<file path="config.mk">
export PLATFORM = sky130hd
export DESIGN_NAME = line_scan_controller
export DESIGN_NICKNAME = d
export VERILOG_FILES = /design/src/rtl/linebuf_pkg.sv /design/src/rtl/line_scan_controller.sv
export SDC_FILE = /design/constraint.sdc
export NUM_CORES = 1
export LEC_CHECK = 0
export CAP_MARGIN = 5
export CELL_PAD_IN_SITES_DETAIL_PLACEMENT = 0
export CELL_PAD_IN_SITES_GLOBAL_PLACEMENT = 1
export CORE_ASPECT_RATIO = 0.75
export CORE_MARGIN = 1
export CORE_UTILIZATION = 35
export DETAILED_ROUTE_END_ITERATION = 8
export PLACE_DENSITY_LB_ADDON = 0.1
export SLEW_MARGIN = 20
export SYNTH_ARGS = -nofsm -noshare
export SYNTH_HDL_FRONTEND = slang
export SYNTH_SLANG_ARGS = --single-unit
</file>
<file path="constraint.sdc">
create_clock -name clk -period 6.89 [get_ports clk]
set_input_delay 2.067 -clock clk [delete_from_list [all_inputs] [get_ports clk]]
set_output_delay 2.067 -clock clk [all_outputs]
set_load 0.005 [all_outputs]
</file>
<file path="src/rtl/linebuf_pkg.sv">
// Shared constants, kernel-size encodings, scan states and the row-lag helper
// for the line-buffer front end.
package linebuf_pkg;

  localparam int IMG_WIDTH      = 512;
  localparam int IMG_HEIGHT     = 480;
  localparam int WORDS_PER_LINE = IMG_WIDTH / 4;

  localparam logic [1:0] SZ_2X2 = 2'd0;
  localparam logic [1:0] SZ_3X3 = 2'd1;
  localparam logic [1:0] SZ_5X5 = 2'd3;

  localparam logic [1:0] ST_IDLE = 2'd0;
  localparam logic [1:0] ST_LOAD = 2'd1;
  localparam logic [1:0] ST_EMIT = 2'd2;
  localparam logic [1:0] ST_DONE = 2'd3;

  // Rows between the newest row pushed into the line buffer and the window centre.
  function automatic logic [1:0] lag_of(input logic [1:0] size);
    return (size == SZ_5X5) ? 2'd2 : 2'd1;
  endfunction

endpackage

</file>
<file path="src/rtl/line_scan_controller.sv">
// Frame sequencer: streams image rows from memory into the line buffers, then
// walks the centre row presenting one kernel window per pixel with ready/valid.
module line_scan_controller #(
  parameter int IMG_WIDTH  = 512,
  parameter int IMG_HEIGHT = 480,
  parameter int MEM_AW     = 16
) (
  input  logic              clk,
  input  logic              reset,
  input  logic              start,
  input  logic [1:0]        size_in,
  output logic              busy,
  output logic              done,
  output logic              mem_rd,
  output logic [MEM_AW-1:0] mem_addr,
  input  logic [31:0]       mem_rdata,
  output logic [31:0]       lb_datain,
  output logic [8:0]        lb_address,
  output logic [8:0]        lb_vcount,
  output logic              lb_save,
  output logic [1:0]        lb_size,
  output logic              win_valid,
  input  logic              win_ready
);
  import linebuf_pkg::*;

  localparam int WPL = IMG_WIDTH / 4;
  localparam int KW  = $clog2(WPL + 1);

  logic [1:0]    state;
  logic [1:0]    size_q;
  logic [9:0]    in_row;
  logic [KW-1:0] k;
  logic [8:0]    col;
  logic [8:0]    vcount_q;

  logic [9:0] lag;
  logic [9:0] last_row;
  logic       flush;
  logic       size_legal;

  assign lag        = 10'(lag_of(size_q));
  assign last_row   = 10'(IMG_HEIGHT) + lag - 10'd1;
  assign flush      = in_row >= 10'(IMG_HEIGHT);
  assign size_legal = (size_in == SZ_2X2) || (size_in == SZ_3X3) || (size_in == SZ_5X5);

  // LOAD spends one cycle per word plus one so the last read's data can be saved.
  always_ff @(posedge clk or posedge reset) begin
    if (reset) begin
      state    <= ST_IDLE;
      size_q   <= '0;
      in_row   <= '0;
      k        <= '0;
      col      <= '0;
      vcount_q <= '0;
    end else begin
      case (state)
        ST_IDLE: begin
          if (start) begin
            if (size_legal) begin
              size_q <= size_in;
              in_row <= '0;
              k      <= '0;
              state  <= ST_LOAD;
            end else begin
              state <= ST_DONE;
            end
          end
        end
        ST_LOAD: begin
          if (k == KW'(WPL)) begin
            k <= '0;
            if (in_row < lag) begin
              in_row <= in_row + 10'd1;
            end else begin
              col      <= '0;
              vcount_q <= 9'(in_row - lag);
              state    <= ST_EMIT;
            end
          end else begin
            k <= k + KW'(1);
          end
        end
        ST_EMIT: begin
          if (win_ready) begin
            if (col == 9'(IMG_WIDTH - 1)) begin
              col <= '0;
              if (in_row == last_row) begin
                state <= ST_DONE;
              end else begin
                in_row <= in_row + 10'd1;
                state  <= ST_LOAD;
              end
            end else begin
              col <= col + 9'd1;
            end
          end
        end
        default: state <= ST_IDLE;
      endcase
    end
  end

  // Flush rows push zeros into the line buffer without touching memory.
  always_comb begin
    busy       = (state == ST_LOAD) || (state == ST_EMIT);
    done       = (state == ST_DONE);
    mem_rd     = (state == ST_LOAD) && (k < KW'(WPL)) && !flush;
    mem_addr   = mem_rd ? MEM_AW'(int'(in_row) * WPL + int'(k)) : '0;
    lb_save    = (state == ST_LOAD) && (k != '0);
    lb_datain  = (lb_save && !flush) ? mem_rdata : '0;
    win_valid  = (state == ST_EMIT);
    lb_vcount  = vcount_q;
    lb_size    = (state == ST_IDLE) ? 2'd0 : size_q;
    lb_address = '0;
    if (lb_save) begin
      lb_address = 9'((int'(k) - 1) * 4);
    end else if (win_valid) begin
      lb_address = col;
    end
  end

endmodule

</file>
## Yosys cells after proc, flatten, opt, wreduce, memory -nomap -nowiden

Index checks and enable logic that the tools add are counted.

- Output and inout port bits: 73
- Word-level logic and storage cells: 86
- Register bits: 40
- Input port bits: 38

- Bitwise operators: 1
- $add $sub $neg: 8
- Reduce and logical (&&, ||, !) cells: 20
- Eq/ne operators: 17
- Multiplexer cells: 31
- Magnitude comparators: 3

Operators by type and width:

| operator | number |
|---|---|
| $mux 10 | 7 |
| $mux 9 | 6 |
| $mux 32 | 1 |
| $pmux 10 s3 | 1 |
| $mux 8 | 3 |
| $mux 2 | 9 |
| $pmux 9 s2 | 1 |
| $add 16x8->16 | 1 |
| $mux 16 | 1 |
| $pmux 8 s2 | 1 |
| $ne 2x2->1 const B | 6 |
| $add 10x1->10 const B | 1 |
| $add 9x2->10 const A | 1 |
| $eq 10x10->1 | 1 |
| $ge 10x9->1 const B | 1 |
| $lt 10x2->1 | 1 |
| $sub 10x1->10 const B | 1 |
| $add 9x1->9 const B | 1 |
| $eq 9x9->1 const B | 1 |
| $reduce_and 3->1 | 3 |
| $sub 9x2->9 | 1 |
| $add 8x1->8 const B | 1 |
| $eq 2x2->1 const B | 4 |
| $eq 8x8->1 const B | 1 |
| other kinds (16) | 25 |

## Longest topological paths before layout

Gate-level depths: netlist of the first run.

- Depth in word-level cells: 9
- Gate-level depth with buffers: 11
- Gate-level depth less buffers: 10

## Worst setup path before layout of the first run

Ideal clock, no wire load.

- Kind: input port to output port
- Start point: input mem_rdata[0]
- End point: output lb_datain[0]
- Path slack: 2631 ps
- Stages on the path: 1
- Data arrival time: 2192 ps
- Buffers on the path: 0
- Required time: 4823 ps
- Cells stage by stage: and2_1

- Word-level cells in the longest chain between the ends: 1

Ends and longest elaborated chain:

| what | line | RTL |
|---|---|---|
| start: declaration | line_scan_controller.sv:16 | `input logic [31:0] mem_rdata,` |
| $mux 32 | line_scan_controller.sv:111 | `lb_datain = (lb_save && !flush) ? mem_rdata : '0;` |
| end: declaration | line_scan_controller.sv:17 | `output logic [31:0] lb_datain,` |

No other way between the ends.

## Worst setup path in the final report of the first run

- Start point: register k[0]
- End point: output lb_datain[31]

- Word-level cells in the longest chain between the ends: 4

Ends and longest elaborated chain:

| what | line | RTL |
|---|---|---|
| start: declaration | line_scan_controller.sv:33 | `logic [KW-1:0] k;` |
| start signal: assignment | line_scan_controller.sv:81 | `k <= k + KW'(1);` |
| $reduce_bool 8->1 | line_scan_controller.sv:110 | `lb_save = (state == ST_LOAD) && (k != '0);` |
| $logic_and 1x1->1 | line_scan_controller.sv:110 |  |
| $logic_and 1x1->1 | line_scan_controller.sv:111 |  |
| $mux 32 | line_scan_controller.sv:111 |  |

No other way between the ends.

==> metrics.md, run 1 <==
| Metric | Value |
|---|---|
| Vias post-DR | 2977 |
| Number of global-route vias before repair | between 2000 and 3000 |
| Main area contributors after synthesis | dfrtp_1, and2_1, ha_1, o21ai_0, nor2_1 |
| Worst VDD drop | around 0.000081 V |
| CTS resizes | 0 |
| Leak Pwr | 1.79 nW |
| Total GRT Usage | 0.208 |
| Num ports | 111 |
| Worst r2r dst | in_row[3] |
| Final setup vio count | 0 |
| Ratio of final minimum period to clock period | 0.781 |
| Worst-path clk slew | ~0.06 ns |
| First-pass GRT wire length | roughly 15 mm |
| Core Area | 0.00845 mm² |
| GPL Wtd Cong | 0.837 |
| Row count | 29 |
| Placed Cells | 570 |
| Max Clk Rate | 0.186 GHz |
| Layout area overhead | 41.7% |
| WL final | between 9 and 10 mm |
| Clk_skew | 0.00394 ns |
| Htree depth | 2 |
| Vias per Instance | 5.16 |
| Cells after Synth | 375 |
| Post-CTS setup buffers | 0 |
| Reg-to-reg slack, setup | 3.73 ns |
| Max Buffers Root-to-Sink | 2 |
| Relative slew margins | 0.451 |
| Post-synthesis average cell area | 8.14 µm² |
| Die Area | 0.00911 mm² |
| Number of synthesized flops with an enable pin | 0 |
| Fin cells | 577 |
| Tmin final | 5.38 ns |
| Hold Violations, Final | 0 |
| RSZ-0062 raised after global routing | false |
| Hold Path Depth | 1 |
| Post-synth cell types | 54 |
| Failing checks | design-rule violations |
| Seq cells post-synth | 40 |
| Congestion Overflow GR | 0 |
| Worst R2R Path Depth | 10 |
| Synth top area share | 0.328 |
| Synth area leader | dfrtp_1 |
| Insertion delay to the later sink of the worst-skew pair | 0.28 ns |
| Hold path endpoint | col[7] |
| CTS tree | done |
| TNS Setup | 0 ns |
| Initial antenna violation count | 0 |
| Run status | finished with violations |
| Max Slew Vio Count | 0 |
| Ys async rst share | 1.00 |
| Initial drt markers | 176 |
| Total CTS buffers | 5 |
| N_diodes | 0 |
| Synthesized Nets | 428 |
| Starting Density | 0.361 |
| Setup crit end kind | output port |
| FF-to-FF Start | col[0] |
| DP HPWL | 6.72 mm |
| Crit path max fanout | 32 |
| Die Span Y | 82.9 µm |
| Routed len/inst | 15.6 µm |
| Util after Layout | 0.512 |
| Pre-antenna DRT Iters | 6 |
| Worst hold start | col[7] |
| Ys flop type | dfrtp_1 |
| Hold/Removal Path Class | reg2reg |
| Nets@finish | ~520 |
| Post-route cell area | 0.00433 mm² |
| WHS | 0.490 ns |
| Die width | 110 µm |
| Placed Area | 0.00418 mm² |
| Sequential share of the synthesized area | 0.328 |
| Reported max-cap violation count | 0 |
| CTS sink cnt | 40 |
| Area of the mapped netlist | 0.00305 mm² |
| Least-Margin Pin Slew | 0.823 ns |
| Fill cell count | 867 |
| Critical Path RT | between 4 and 5 ns |
| Share of cells above drive strength 1 | 0.0490 |
| Critical Path Source Type | register |
| Largest net degree at the start of global routing | 41 |
| Setup CP Type | reg2out |
| Synth Warn # | 0 |
| PortBufs | between 100 and 150 |
| Critical Path AT | approximately 3.3 ns |
| Remaining DRCs | 2 |
| PD cells | between 100 and 150 mW/mm² |
| Root Driver | clkbuf_16 |
| Hold_buf cts | 0 |
| CP Launch Point | k[0] |
| Antenna Nets Post-Route | 0 |
[cell usage after synthesis, drive strengths merged, types with 2 or more instances]
library cell,number
nor3,7
or3,5
dfrtp,40
o31a,3
mux2,2
o31ai,7
o21ai,34
buf,11
and2,39
nor2b,3
nor4,3
nand2b,5
and3,15
o211ai,4
nand3,21
and4,2
clkbuf,15
nand2,26
xnor2,10
inv,17
a21oi,16
a31oi,10
ha,14
o22a,2
nor2,37
xor2,6
[where the power goes]
group	total (mW)	switching, mW	internal [mW]
Sequential	0.235	0	0.235
Clock	0.243	0.0912	0.152
Combinational	0.0269	0.00799	0.0189
[through the flow]
stage                     setup slack, ns  power, mW
after floorplan                      2.63      0.243
after global placement               1.58      0.267
after detailed placement             1.60      0.267
after CTS                            1.48      0.511
after global routing                 1.32      0.523
final                                1.51      0.505
[state kept, by name (all words and copies together) (netlist names)]
signal	flops
in_row	10
k	8
lb_vcount	9
size_q	2
state	2
col	9
[placed cells by master (no fill, tap or decap), types with 2 or more instances in the layout]
cell type / count
clkdlybuf4s50_1: 110
dfrtp_1: 40
and2_1: 39
nor2_1: 37
o21ai_0: 33
nand2_1: 26
nand3_1: 21
inv_1: 17
a21oi_1: 16
and3_1: 15
ha_1: 14
a31oi_1: 10
xnor2_1: 10
xor2_1: 6
o31ai_1: 6
nor3_1: 5
nand2b_1: 5
clkbuf_16: 5
or3_1: 4
nor2b_1: 3
o31a_1: 3
o211ai_1: 3
buf_4: 3
and4_1: 2
nor4_1: 2
nor3_2: 2
mux2_2: 2
o22a_1: 2
clkbuf_8: 2
[cells by family after synthesis]
logic type                 Yosys count  synth area share
DFF                                 40             0.328
AOI/OAI and AO/OA                   84             0.178
adders and majority gates           15            0.0639
muxes                                3            0.0107
buffers and inverters               44            0.0668
and+or+nand+nor                    173             0.307
xor gates and xnor gates            16            0.0459
[per-layer routing]
metal	up-vias	global-route usage	routed length (µm)
li1	1491	-	-
met1	1383	0.293	4350
met2	97	0.315	3850
met3	6	0.0604	737
met4	0	0.0436	74
met5	-	0	0
[critical path, cell delays in order, from the launching register on]
cell	delay [ns]
dfrtp_1	0.45
inv_1	0.11
ha_1	0.19
or3b_4	0.43
or3_4	0.37
o31ai_4	0.52
nor3_2	0.08
buf_4	0.23
and2_1	0.18
clkdlybuf4s50_1	0.48
[area by class of cell]
class	instances	area, µm²	area share
inverter	18	67.6	0.0156
clock buffer	7	153	0.0353
timing repair buffer	113	1120	0.260
multi-input combinational	291	1850	0.427
sequential	40	1000	0.231
tap	108	135	0.0312
[worst max path at each step]
stage / end / slack (ns) / cells past startpoint
after floorplan: lb_datain[0] / 2.63 / 1
after global placement: lb_datain[31] / 1.58 / 3
after detailed placement: lb_datain[31] / 1.60 / 3
after CTS: lb_datain[31] / 1.48 / 9
after global routing: lb_datain[31] / 1.32 / 9
final: lb_datain[31] / 1.51 / 9
Power figures use the tool's default switching activity.
==> inputs of run 2 (changes only) <==
--- a/config.mk
+++ b/config.mk
@@ -10,7 +10,7 @@
 export CELL_PAD_IN_SITES_GLOBAL_PLACEMENT = 1
 export CORE_ASPECT_RATIO = 0.75
 export CORE_MARGIN = 1
-export CORE_UTILIZATION = 35
+export CORE_UTILIZATION = 29
 export DETAILED_ROUTE_END_ITERATION = 8
 export PLACE_DENSITY_LB_ADDON = 0.1
 export SLEW_MARGIN = 20
==> constraint.sdc (replaced) <==
create_clock -name clk -period 4.88 [get_ports clk]
set_input_delay 1.464 -clock clk [delete_from_list [all_inputs] [get_ports clk]]
set_output_delay 1.464 -clock clk [all_outputs]
set_load 0.005 [all_outputs]
==> metrics.md, run 2 (same netlist as run 1, synthesis figures left out) <==
| Metric | Value |
|---|---|
| DP HPWL | ~7.2 mm |
| Vias post-DR | 3017 |
| Worst-path clk slew | around 0.060 ns |
| Remaining DRCs | 0 |
| Fill cell count | 1053 |
| TNS Setup | 0 ns |
| CP Launch Point | k[0] |
| Clk_skew | 0.00291 ns |
| RSZ-0062 raised after global routing | false |
| Critical Path RT | 3.42 ns |
| Starting Density | 0.298 |
| Htree depth | 2 |
| Hold/Removal Path Class | reg2reg |
| Relative slew margins | 0.408 |
| Max reg flops | 10 |
| WL final | 9.56 mm |
| Tmin final | 4.43 ns |
| Root Driver | clkbuf_16 |
| Commonest non-fill, non-tap cell in the layout | clkdlybuf4s50_1 |
| Share of cells above drive strength 1 | 0.0550 |
| Antenna Nets Post-Route | 0 |
| CTS sink cnt | 40 |
| Largest net degree at the start of global routing | 33 |
| FF-to-FF Start | col[0] |
| Setup crit end kind | output port |
| Top reg by flops | in_row |
| Max Slew Vio Count | 0 |
| Critical Path AT | between 2 and 3 ns |
| Ratio of final minimum period to clock period | 0.908 |
| Hold Violations, Final | 0 |
| Reported max-cap violation count | 0 |
| Initial antenna violation count | 0 |
| Most frequent cells in the layout | clkdlybuf4s50_1, dfrtp_1, and2_1, nor2_1, o21ai_0 |
| Initial drt markers | approximately 250 |
| Pre-CTS setup slack | approximately 0.72 ns |
| Run status | finished, final reports clean |
| Critical Path Source Type | register |
| Max Buffers Root-to-Sink | 2 |
| Total CTS buffers | 5 |
| Crit path max fanout | 32 |
| Busiest grt layer | met2 |
| Number of global-route vias before repair | 2953 |
| CP max stage delay | 0.46 ns |
| Insertion delay to the later sink of the worst-skew pair | roughly 0.28 ns |
| Vias per Instance | 4.95 |
| Reg-to-reg slack, setup | 1.61 ns |
| Worst hold start | lb_vcount[1] |
| Met3 Usage GRT | 0.0499 |
| Worst VDD drop | 0.0000944 V |
| Ordered list of cells on the worst path | inv_1 > ha_1 > or3b_4 > or3_4 > o31ai_4 > nor3_2 > buf_4 > and2_1 > clkdlybuf4s50_1 |
| Congestion Overflow GR | 0 |
| Final setup margin | between 0.4 and 0.5 ns |
| Sequential cell area | 0.00100 mm² |
| Final setup vio count | 0 |
| PortBufs | 110 |
| GPL Wtd Cong | 0.765 |
| M2 GR Usage | 0.268 |
| PD cells | 169 mW/mm² |
| Die Area | 0.0110 mm² |
| Worst path slowest cell | clkdlybuf4s50_1 |
| CTS resizes | 0 |
| Core Area | 0.0102 mm² |
| N_diodes | 0 |
| Least-Margin Pin Slew | 0.887 ns |
| Die width | 121 µm |
| Post-CTS setup buffers | 0 |
| Num ports | 111 |
| Total GRT Usage | 0.180 |
| Setup CP Type | reg2out |
| Die Span Y | between 90 and 100 µm |
| Max Clk Rate | 0.226 GHz |
| Pre-antenna DRT Iters | 4 |
| Layout area overhead | 44.0% |
| Hold_buf cts | 0 |
| Leak Pwr | 1.81 nW |
| Nets@finish | 525 |
| First-pass GRT wire length | about 16 mm |
| Grt met1 use | 0.254 |
| Total area of multi-input combinational cells | between 0.0015 and 0.002 mm² |
| Routed len/inst | 15.7 µm |
| Row count | 32 |
| CTS tree | done |
[run 2: area by class of cell]
cell class	instances	share of cell area
Tap cell	136	0.0387
Timing Repair Buffer	116	0.261
Inverter	18	0.0154
Multi-Input combinational cell	291	0.420
Clock inverter	2	0.00797
Clock buffer	6	0.0293
Sequential cell	40	0.228
[run 2: path summary, 6_finish.rpt]
| path | endpoint | cells past startpoint |
|---|---|---|
| min in group asynchronous | lb_vcount[2] | 2 |
| max | lb_datain[4] | 9 |
| max in group asynchronous | k[0] | 3 |
| max reg2reg | in_row[1] | 10 |
| min | lb_vcount[1] | 2 |
| min reg2reg | lb_vcount[1] | 2 |
[run 2: power breakdown]
group          internal (mW)  switching [mW]
Clock                  0.241           0.135
Sequential             0.332               0
Combinational         0.0267          0.0113
[run 2: routing by layer]
layer / vias up / share of wire
met2: 109 / 0.42
met5: - / 0
met4: 0 / 0.0094
met3: 9 / 0.080
li1: 1488 / -
met1: 1411 / 0.49
[run 2: through the flow]
stage / instance area (µm²) / power [mW] / utilization / std cells / hold slack (ns)
2_1_floorplan: 3050 / 0.344 / - / 375 / 0.458
3_3_place_gp: 4230 / 0.377 / 0.413 / 601 / 0.509
3_5_place_dp: 4230 / 0.377 / 0.413 / 601 / 0.517
4_1_cts: 4400 / 0.755 / 0.429 / 609 / 0.530
5_1_grt: 4400 / 0.771 / 0.429 / 609 / 0.558
6_report: 4400 / 0.745 / 0.429 / 609 / 0.526
[run 2: critical path: cells and delay by family (launching register included)]
family	cells	cell delay [ns]
AO/OA/AOI/OAI	1	0.21
adder cells (fa/ha/maj)	1	0.18
flip-flops	1	0.45
buffers and inverters	3	0.79
AND/OR/NAND/NOR	4	1.05
==> inputs of run 3 (changes only) <==
--- a/config.mk
+++ b/config.mk
@@ -9,11 +9,10 @@
 export CELL_PAD_IN_SITES_DETAIL_PLACEMENT = 0
 export CELL_PAD_IN_SITES_GLOBAL_PLACEMENT = 1
 export CORE_ASPECT_RATIO = 0.75
-export CORE_MARGIN = 1
+export CORE_MARGIN = 4
 export CORE_UTILIZATION = 29
 export DETAILED_ROUTE_END_ITERATION = 8
 export PLACE_DENSITY_LB_ADDON = 0.1
-export SLEW_MARGIN = 20
 export SYNTH_ARGS = -nofsm -noshare
 export SYNTH_HDL_FRONTEND = slang
 export SYNTH_SLANG_ARGS = --single-unit
==> metrics.md, run 3 (same netlist as run 1, synthesis figures left out) <==
| Metric | Value |
|---|---|
| PortBufs | 110 |
| Hold_buf cts | 0 |
| Routed len/inst | 15.8 µm |
| Number of global-route vias before repair | 3056 |
| CTS tree | done |
| Max Clk Rate | 0.226 GHz |
| Vias post-DR | between 2000 and 3000 |
| Top reg by flops | in_row |
| Congestion Overflow GR | 0 |
| Die width | approximately 130 µm |
| Hold/Removal Path Class | reg2reg |
| Layout area overhead | 44.0% |
| Total CTS buffers | 5 |
| Nets@finish | 525 |
| Max Buffers Root-to-Sink | 2 |
| Core Area | a little over 0.01 mm² |
| CTS sink cnt | 40 |
| Clk pwr share | 0.504 |
| Critical Path Source Type | register |
| Net Sw Frac | 0.195 |
| First-pass GRT wire length | 16.2 mm |
| Insertion delay to the later sink of the worst-skew pair | ~0.28 ns |
| Critical Path RT | around 3.4 ns |
| Power share of the combinational group | 0.050 |
| Least-Margin Pin Slew | 0.878 ns |
| Pre-CTS setup slack | 0.744 ns |
| Largest net degree at the start of global routing | 41 |
| TNS Setup | 0 ns |
| Num ports | 111 |
| Total GRT Usage | 0.159 |
| Most frequent cells in the layout | clkdlybuf4s50_1, dfrtp_1, and2_1, nor2_1, o21ai_0 |
| Die Area | 0.0123 mm² |
| CTS resizes | 0 |
| Worst VDD drop | ~0.00013 V |
| Switch Pwr | around 0.15 mW |
| Setup crit end kind | output port |
| Starting Density | 0.297 |
| Initial drt markers | 137 |
| N_diodes | 0 |
| Internal | 0.599 mW |
| Clk_skew | 0.00435 ns |
| Max Slew Vio Count | 0 |
| Relative slew margins | 0.414 |
| Pre-antenna DRT Iters | 4 |
| Vias per Instance | 4.90 |
| Commonest non-fill, non-tap cell in the layout | clkdlybuf4s50_1 |
| Leak Pwr | ~1.8 nW |
| Remaining DRCs | 0 |
| Tmin final | 4.43 ns |
| Root Driver | clkbuf_16 |
| Power, Total | 0.744 mW |
| Util after Layout | 0.427 |
| Setup CP Type | reg2out |
| RSZ-0062 raised after global routing | false |
| Row count | 32 |
| Final setup vio count | 0 |
| Ratio of final minimum period to clock period | 0.908 |
| Post-CTS setup buffers | 0 |
| Share of cells above drive strength 1 | 0.0550 |
| Run status | finished, final reports clean |
| Htree depth | 2 |
| Hold Violations, Final | 0 |
| WL final | 9.63 mm |
| Die Span Y | 96.9 µm |
| PD cells | roughly 170 mW/mm² |
| Final setup margin | between 0.4 and 0.5 ns |
| Critical Path AT | 2.97 ns |
| Max reg flops | 10 |
| Crit path max fanout | 15 |
| Antenna Nets Post-Route | 0 |
| DP HPWL | between 7 and 8 mm |
| Share of power burned in registers | 0.445 |
| Worst-path clk slew | 0.06 ns |
| Reported max-cap violation count | 0 |
| Initial antenna violation count | 0 |
| GPL Wtd Cong | 0.789 |
-- run 3: cell counts in the layout (fill, tap and decap cells not counted) --
Identical to the previous run, type by type.
-- run 3: path summary, 6_finish.rpt --
| path | start | end | depth (start not counted) | slack, ns |
|---|---|---|---|---|
| worst max-delay path | k[0] | lb_address[3] | 9 | 0.45 |
| worst min-delay path | col[7] | col[7] | 1 | 0.52 |
| worst max register to register | col[0] | in_row[9] | 10 | 1.78 |
| worst min register to register | col[7] | col[7] | 1 | 0.52 |
| max in group asynchronous | reset | k[7] | 3 | 2.88 |
| min in group asynchronous | reset | lb_vcount[1] | 3 | 1.62 |
-- run 3: routing by layer --
metal  up-vias  global-route usage  wire length, µm
met5         -                   0                0
met4         0              0.0322               65
met3         4              0.0657              881
met2       107               0.217             3870
met1      1385               0.234             4810
li1       1491                   -                -
-- run 3: cell type report --
class	count	area (µm²)
clock buffer	6	129
clock inverter	2	35.0
fill	1059	5890
inverter	18	67.6
multi-input combinational	291	1850
sequential	40	1000
tap	136	170
timing repair buffer	116	1150
-- run 3: critical path: stages, from the launching register on --
cell,delay [ns]
dfrtp_1,0.44
inv_1,0.10
ha_1,0.17
or3b_4,0.42
or3_4,0.37
o31ai_4,0.23
buf_4,0.23
nand3_1,0.09
o21ai_0,0.09
clkdlybuf4s50_1,0.53
-- run 3: through the flow --
step           hold WS, ns  instances  cell area, µm²
3_3_place_gp         0.510        601            4230
5_1_grt              0.559        609            4400
6_report             0.524        609            4400
3_5_place_dp         0.512        601            4230
4_1_cts              0.529        609            4400
2_1_floorplan        0.458        375            3050
-- run 3: power groups by stage --
stage	Combinational [mW]	Sequential (mW)	Clock (mW)
floorplan	0.00588	0.338	0
global placement	0.0386	0.338	0
detailed placement	0.0386	0.338	0
CTS	0.0387	0.332	0.382
global route	0.0411	0.331	0.397
finish	0.0376	0.332	0.375
